[src/rtl/key_defs.sv]
// Shared key-handling definitions: event FSM state codes and the 50 MHz timing
// defaults, so the debouncer and the event classifier agree on the same clock.
package key_defs;

   typedef enum logic [2:0] {
      ST_ARM       = 3'd0,
      ST_IDLE      = 3'd1,
      ST_PRESS1    = 3'd2,
      ST_WAIT2     = 3'd3,
      ST_PRESS2    = 3'd4,
      ST_LONG_HOLD = 3'd5
   } state_t;

   localparam int LONG_CYC_DEF   = 50_000_000;  // 1 s
   localparam int DBL_CYC_DEF    = 12_500_000;  // 250 ms
   localparam int REPEAT_CYC_DEF = 10_000_000;  // 200 ms
   localparam int CNT_W_DEF      = 26;

endpackage

[src/rtl/key_event.sv]
// Classifies debounced key presses into short press, double click and long press,
// with auto-repeat ticks while a long press is held. All event outputs are one-cycle pulses.
module key_event
   import key_defs::*;
#(
   parameter logic PRESS_LEVEL = 1'b0,
   parameter int   LONG_CYC    = LONG_CYC_DEF,
   parameter int   DBL_CYC     = DBL_CYC_DEF,
   parameter int   REPEAT_CYC  = REPEAT_CYC_DEF,
   parameter int   CNT_W       = CNT_W_DEF
) (
   input  logic sys_clk,
   input  logic sys_rst,
   input  logic key_status,
   output logic short_press,
   output logic double_click,
   output logic long_press,
   output logic repeat_tick,
   output logic key_busy
);

   // The sample that enters a press/gap state is already sample 1, and cnt reads 0
   // on sample 2, so the N-th sample is seen at cnt == N-2. LONG_HOLD starts fresh.
   localparam logic [CNT_W-1:0] LONG_LAST = CNT_W'(LONG_CYC - 2);
   localparam logic [CNT_W-1:0] DBL_LAST  = CNT_W'(DBL_CYC - 2);
   localparam logic [CNT_W-1:0] REP_LAST  = CNT_W'(REPEAT_CYC - 1);

   state_t           state;
   logic [CNT_W-1:0] cnt;
   logic             pressed;

   assign pressed  = (key_status == PRESS_LEVEL);
   assign key_busy = (state != ST_ARM) && (state != ST_IDLE);

   // NOTE: all state lives in one clocked block with non-blocking assignments; the
   // pulse defaults at the top are overridden by later assignments in the same edge.
   always_ff @(posedge sys_clk) begin
      if (sys_rst) begin
         state        <= ST_ARM;
         cnt          <= '0;
         short_press  <= 1'b0;
         double_click <= 1'b0;
         long_press   <= 1'b0;
         repeat_tick  <= 1'b0;
      end else begin
         short_press  <= 1'b0;
         double_click <= 1'b0;
         long_press   <= 1'b0;
         repeat_tick  <= 1'b0;
         cnt          <= cnt + 1'b1;
         case (state)
            ST_ARM: begin
               cnt <= '0;
               if (!pressed) state <= ST_IDLE;
            end
            ST_IDLE: begin
               cnt <= '0;
               if (pressed) state <= ST_PRESS1;
            end
            ST_PRESS1: begin
               if (!pressed) begin
                  state <= ST_WAIT2;
                  cnt   <= '0;
               end else if (cnt == LONG_LAST) begin
                  long_press <= 1'b1;
                  state      <= ST_LONG_HOLD;
                  cnt        <= '0;
               end
            end
            ST_WAIT2: begin
               if (pressed) begin
                  state <= ST_PRESS2;
                  cnt   <= '0;
               end else if (cnt == DBL_LAST) begin
                  short_press <= 1'b1;
                  state       <= ST_IDLE;
                  cnt         <= '0;
               end
            end
            ST_PRESS2: begin
               if (!pressed) begin
                  double_click <= 1'b1;
                  state        <= ST_IDLE;
                  cnt          <= '0;
               end else if (cnt == LONG_LAST) begin
                  long_press <= 1'b1;
                  state      <= ST_LONG_HOLD;
                  cnt        <= '0;
               end
            end
            ST_LONG_HOLD: begin
               // A release wins over a repeat that would fire on the same edge.
               if (!pressed) begin
                  state <= ST_IDLE;
                  cnt   <= '0;
               end else if (cnt == REP_LAST) begin
                  repeat_tick <= 1'b1;
                  cnt         <= '0;
               end
            end
            default: begin
               state <= ST_ARM;
               cnt   <= '0;
            end
         endcase
      end
   end

endmodule

[config.mk]
export PLATFORM = sky130hd
export DESIGN_NAME = key_event
export DESIGN_NICKNAME = d
export VERILOG_FILES = /design/src/rtl/key_defs.sv /design/src/rtl/key_event.sv
export SDC_FILE = /design/constraint.sdc
export NUM_CORES = 1
export LEC_CHECK = 0
export CAP_MARGIN = 20
export CORE_ASPECT_RATIO = 0.8
export CORE_UTILIZATION = 53
export DETAILED_ROUTE_END_ITERATION = 16
export HOLD_SLACK_MARGIN = 0.06
export PLACE_DENSITY_LB_ADDON = 0.05
export SYNTH_ARGS = -nofsm -noshare
export SYNTH_HDL_FRONTEND = slang
export SYNTH_SLANG_ARGS = --single-unit
export TNS_END_PERCENT = 1
[constraint.sdc]
create_clock -name sys_clk -period 2 [get_ports sys_clk]
set_input_delay 0.2 -clock sys_clk [delete_from_list [all_inputs] [get_ports sys_clk]]
set_output_delay 0.2 -clock sys_clk [all_outputs]
set_load 0.005 [all_outputs]
---- Word-level counts from Yosys, hierarchy flattened ----
Index checks and enable logic that the tools add are counted.
operators by class
  add/subtract/negate cells ............... 1
  eq/ne operators ......................... 12
  multiplexer cells ....................... 19
  bitwise operators ....................... 5
  reduce and logical (&&, ||, !) cells .... 10
operators by type and width
  cell                                                                     count
  26-bit 2-to-1 mux                                                        6
  26-bit case mux with 3 select lines                                      1
  26-bit by 24-bit equality test with 1-bit output, second input constant  2
  26-bit by 1-bit adder with 26-bit output, second input constant          1
  26-bit equality test, second input constant                              1
  3-bit 2-to-1 mux                                                         7
  3-bit case mux with 5 select lines                                       1
  3-bit OR reduction                                                       3
  3-bit by 2-bit equality test with 1-bit output, second input constant    2
  3-bit equality test, second input constant                               2
  2-bit OR reduction                                                       3
  1-bit NOT                                                                5
  1-bit 2-to-1 mux                                                         4
  3-bit by 1-bit equality test with 1-bit output, second input constant    1
  3-bit logical NOT                                                        1
  3-bit by 1-bit inequality test with 1-bit output, second input constant  1
  3-bit inequality test, second input constant                             1
  3-bit AND reduction                                                      1
  3-bit nonzero test                                                       1
  2-bit by 1-bit inequality test with 1-bit output, second input constant  1
  2-bit inequality test, second input constant                             1
  1-bit logical AND                                                        1
storage, ports and cells
  flip-flop bits (word level) ............. 33
  input bits .............................. 3
  output and inout bits ................... 5
  word-level logic and storage cells ...... 53

---- Logic depth before layout (Yosys ltp) ----
  depth after elaboration ................. 4
  depth in mapped cells ................... 8
  mapped depth without buffers ............ 7

---- Worst setup path after synthesis ----
No wires, ideal clock.
  kind .................................... flip-flop to flip-flop
  from .................................... reg cnt[22]
  to ...................................... reg cnt[0]
  library setup time ...................... 120 ps
  arrival time ............................ 1,839 ps
  required time ........................... 1,880 ps
  slack ................................... 42 ps
  cell stages (with the launch flop) ...... 7
  path buffers ............................ 1
  period minus slack after synthesis ...... 1,958 ps
  cell sequence ........................... dfxtp_1 > or4b_4 > nor4_4 > nand4_2 > a32oi_4 > buf_6 > a21oi_1
between the ends
  cells in the longest elaborated chain, start to end .. 4
  elaborated cells on any way between the ends .. 10
  classes of those cells .................. 3 x eq/ne; 7 x mux
ends and longest elaborated chain
  item                                                                      line                                               RTL
  start, declared                                                           key_event.sv:29                                    logic [CNT_W-1:0] cnt;
  start signal, assigned                                                    key_event.sv:50                                    cnt <= cnt + 1'b1;
  26-bit by 24-bit equality test with 1-bit output (tied with other cells)  key_event.sv:96                                    end else if (cnt == REP_LAST) begin
  26-bit 2-to-1 mux, on equally long branches                               --
  26-bit 2-to-1 mux, on equally long branches                               key_event.sv:93, key_event.sv:61, key_event.sv:71
  26-bit case mux with 3 select lines (*)                                   key_event.sv:51                                    case (state)
Mark *: on every way between the ends. The rest lies on a longest branch, timed or not.
A chain may end at the register's enable or synchronous reset.

---- Worst setup path in the final report ----
  from .................................... reg cnt[24]
  to ...................................... reg cnt[17]
Same word-level chain as after synthesis.

==> results.py <==
metrics = {
    "layout": {
        "nets": 239,
        "syn2layout_area_growth_pct": 29.2,
        "finish.utilization_pct": 72.5,
        "antennaDiodeCount": 0,
        "drive_above_1_share_pct": 24.9,
        "fillers": 233,
    },
    "synth": {
        "synth-simple-area-share_pct": 28.3,
        "synth_seq_cells": 33,
        "avgSynthCellArea_um2": 8.97,
        "synthMuxAreaShare_pct": 0,
        "synth_top_family_by_area": "simple AND/OR/NAND/NOR gates",
        "ys_top_cells_by_area": "dfxtp_1, xor2_1, a21oi_1",
        "synth-compound-area-share_pct": 15.7,
        "synthDominantAreaCellType": "dfxtp_1",
        "netlist.area_leader.share_pct": 37.6,
        "synthXorXnorAreaFrac_pct": 11.0,
        "synthArstFlopShare_pct": 0,
        "syn_area_um2": 1760,
        "syn-num-nets": 203,
        "synthFlopType": "dfxtp_1",
        "synth_edf_count": 0,
        "synth.top_cells.by_count": "dfxtp_1, a21oi_1, xor2_1, nor2_1",
        "synth_fa_ha_area_share_pct": 2.85,
        "synthCells": 196,
        "synth_seq_area_share_pct": 37.6,
        "yosysUniqueCellTypes": 43,
        "ys_warn_count": 0,
        "synth.most_common_cell": "dfxtp_1",
    },
    "pwr": {
        "combPwrFrac_pct": 3.5,
        "netSwitchingFraction_pct": 20.5,
        "power.density_nw_per_um2": 604,
        "power.share.clock_pct": 48.1,
        "p_sw_mw": 0.282,
        "power.internal_mw": 1.09,
        "irDropWorstVdd_mv": 0.515,
        "power_frac_seq_pct": 48.4,
        "p_leak_nw": 0.855,
    },
    "routing": {
        "drt.antenna.violating_nets": 0,
        "drt_iter0_drc": 74,
        "drc_errors": 0,
        "num_vias": 1568,
        "wl_per_cell_um": 15.7,
        "firstDrtPassIters": 4,
        "via_per_inst": 5.74,
        "wl_mm": 4.28,
    },
    "setup_path": {
        "critical_path_class": "reg -> reg",
        "crit_required_ps": 2180,
        "endpoint_kind": "register",
        "cp_max_fo": 7,
        "start_kind": "register",
        "crit_arrival_ps": 2120,
    },
    "global_route": {
        "met3_usage_pct": 6.03,
        "gr-usage-met2_pct": 41.3,
        "antenna_found_initial": 0,
        "overflow": 0,
        "gr-usage-all-layers_pct": 24.9,
        "grt_util_met1_pct": 31.0,
        "grt-busiest-layer": "met2",
        "grt_pass1_wl_mm": 6.43,
        "grt_max_degree": 27,
        "grt_pass1_vias": 1436,
    },
    "floorplanning": {
        "die_x_um": 66.4,
        "core_area_um2": 3130,
        "initial_core_util_pct": 56.2,
        "die_h_um": 53.5,
        "io_pins": 8,
        "die-area_um2": 3550,
        "row_count": 18,
    },
    "sta": {
        "finalSetupViolCount": 0,
        "finClkSkew_ps": 3.58,
        "tightest_slew_ps": 361,
        "hold_violations": 0,
        "fin_crit_sh_pct": 97.3,
        "fin_crit_ps": 1950,
        "max_freq_mhz": 514,
        "slew_violations": 0,
        "max-slew-margin-rel_pct": 75.7,
        "hold_slack_ps": 547,
    },
    "clocking": {
        "path_clk_slew_ps": 70,
        "cts_buffers": 5,
        "insertion_delay_ps": 290,
        "cts_sinks": 33,
        "h-tree-depth": 2,
        "clockRootBuffer": "clkbuf_8",
        "clock_path_buffers": 2,
        "cts_tree": "yes",
        "hold_buffers": 0,
    },
    "placed_design": {
        "hpwl_mm": 2.82,
        "routabilityCongestion": 0.915,
        "port_buffers": 7,
    },
    "min_path": {
        "hp-class": "reg -> reg",
    },
    "outcome": {
        "status": "finished clean",
    },
    "run": {
        "cap_violations": 0,
    },
}
-- logic make-up after synthesis --
kind of cell / count (synthesis)
adder cells (fa/ha/maj): 4
AO/OA/AOI/OAI: 42
buffers and inverters: 15
flip-flops: 33
AND/OR/NAND/NOR: 80
XOR/XNOR: 22
-- power groups by stage --
stage	Sequential (mW)	Clock [mW]	Combinational, mW
2_1_floorplan	0.679	0	0.0289
3_3_place_gp	0.679	0	0.0447
3_5_place_dp	0.679	0	0.0467
4_1_cts	0.664	0.662	0.0471
5_1_grt	0.665	0.694	0.0544
6_report	0.664	0.659	0.0482
-- worst max-delay path: stages, from the launching register on --
cell and delay [ps]:
dfxtp_1 320, or4b_4 570, nor4_4 170, nand4_2 170, a32oi_4 240, buf_4 160
clkbuf_16 140, a21oi_1 60
-- final timing paths --
| kind | startpoint | endpoint | slack [ps] | cells past startpoint |
|---|---|---|---|---|
| worst max register to register | cnt[24] | cnt[17] | 50 | 7 |
| worst max-delay path | cnt[24] | cnt[17] | 50 | 7 |
| worst min-delay path | cnt[1] | cnt[1] | 550 | 2 |
| worst min register to register | cnt[1] | cnt[1] | 550 | 2 |
-- registers in the layout, summed over array words and instances, names as in the netlist --
name	count
long_press	1
double_click	1
state	3
cnt	26
short_press	1
repeat_tick	1
-- final cells by class --
| type | instances | area, um2 | share of cell area [%] |
|---|---|---|---|
| multi-input cells | 148 | 1060 | 46.7 |
| clock inverters | 1 | 30.0 | 1.32 |
| inverters | 8 | 30.0 | 1.32 |
| repair buffers | 36 | 353 | 15.5 |
| well taps | 40 | 50.0 | 2.20 |
| flip-flops and latches | 33 | 661 | 29.1 |
| clock buffers | 7 | 86.3 | 3.80 |
-- metrics by stage --
| step | cells | setup TNS [ps] | power [mW] | worst slack [ps] | cell area [um2] |
|---|---|---|---|---|---|
| after floorplan | 196 | 0 | 0.707 | 41.5 | 1760 |
| after global placement | 260 | 0 | 0.724 | 59.3 | 2030 |
| after detailed placement | 260 | -63.0 | 0.726 | -16.3 | 2030 |
| after CTS | 268 | 0 | 1.37 | 3.51 | 2160 |
| after global routing | 273 | -30.7 | 1.41 | -11.7 | 2270 |
| final | 273 | 0 | 1.37 | 54.9 | 2270 |
-- timing repair --
item / CTS / global route
endpoints found under the setup margin: 12 / 26
hold endpoints to repair: 0 / 0
buffers inserted: 0 / 2
resized for setup: 2 / 7
gates cloned: 0 / 3
pin swaps: 1 / 7
-- metal layers --
metal	wire (um)	vias to the layer above
li1	-	774
met4	82	0
met3	110	11
met5	0	-
met1	2060	754
met2	2030	29
-- layout by cell type, fill, tap and decap left out, drive strengths merged, types with 3 or more instances in the layout --
| master | count |
|---|---|
| a21oi | 24 |
| and3 | 5 |
| and4 | 3 |
| buf | 27 |
| clkbuf | 9 |
| clkdlybuf4s50 | 7 |
| dfxtp | 33 |
| ha | 4 |
| inv | 8 |
| nand2 | 11 |
| nand2b | 3 |
| nand3 | 9 |
| nand3b | 3 |
| nand4 | 12 |
| nor2 | 14 |
| nor2b | 3 |
| nor3 | 4 |
| nor4 | 4 |
| o21ai | 8 |
| xnor2 | 5 |
| xor2 | 17 |
Power figures use the tool's default switching activity.
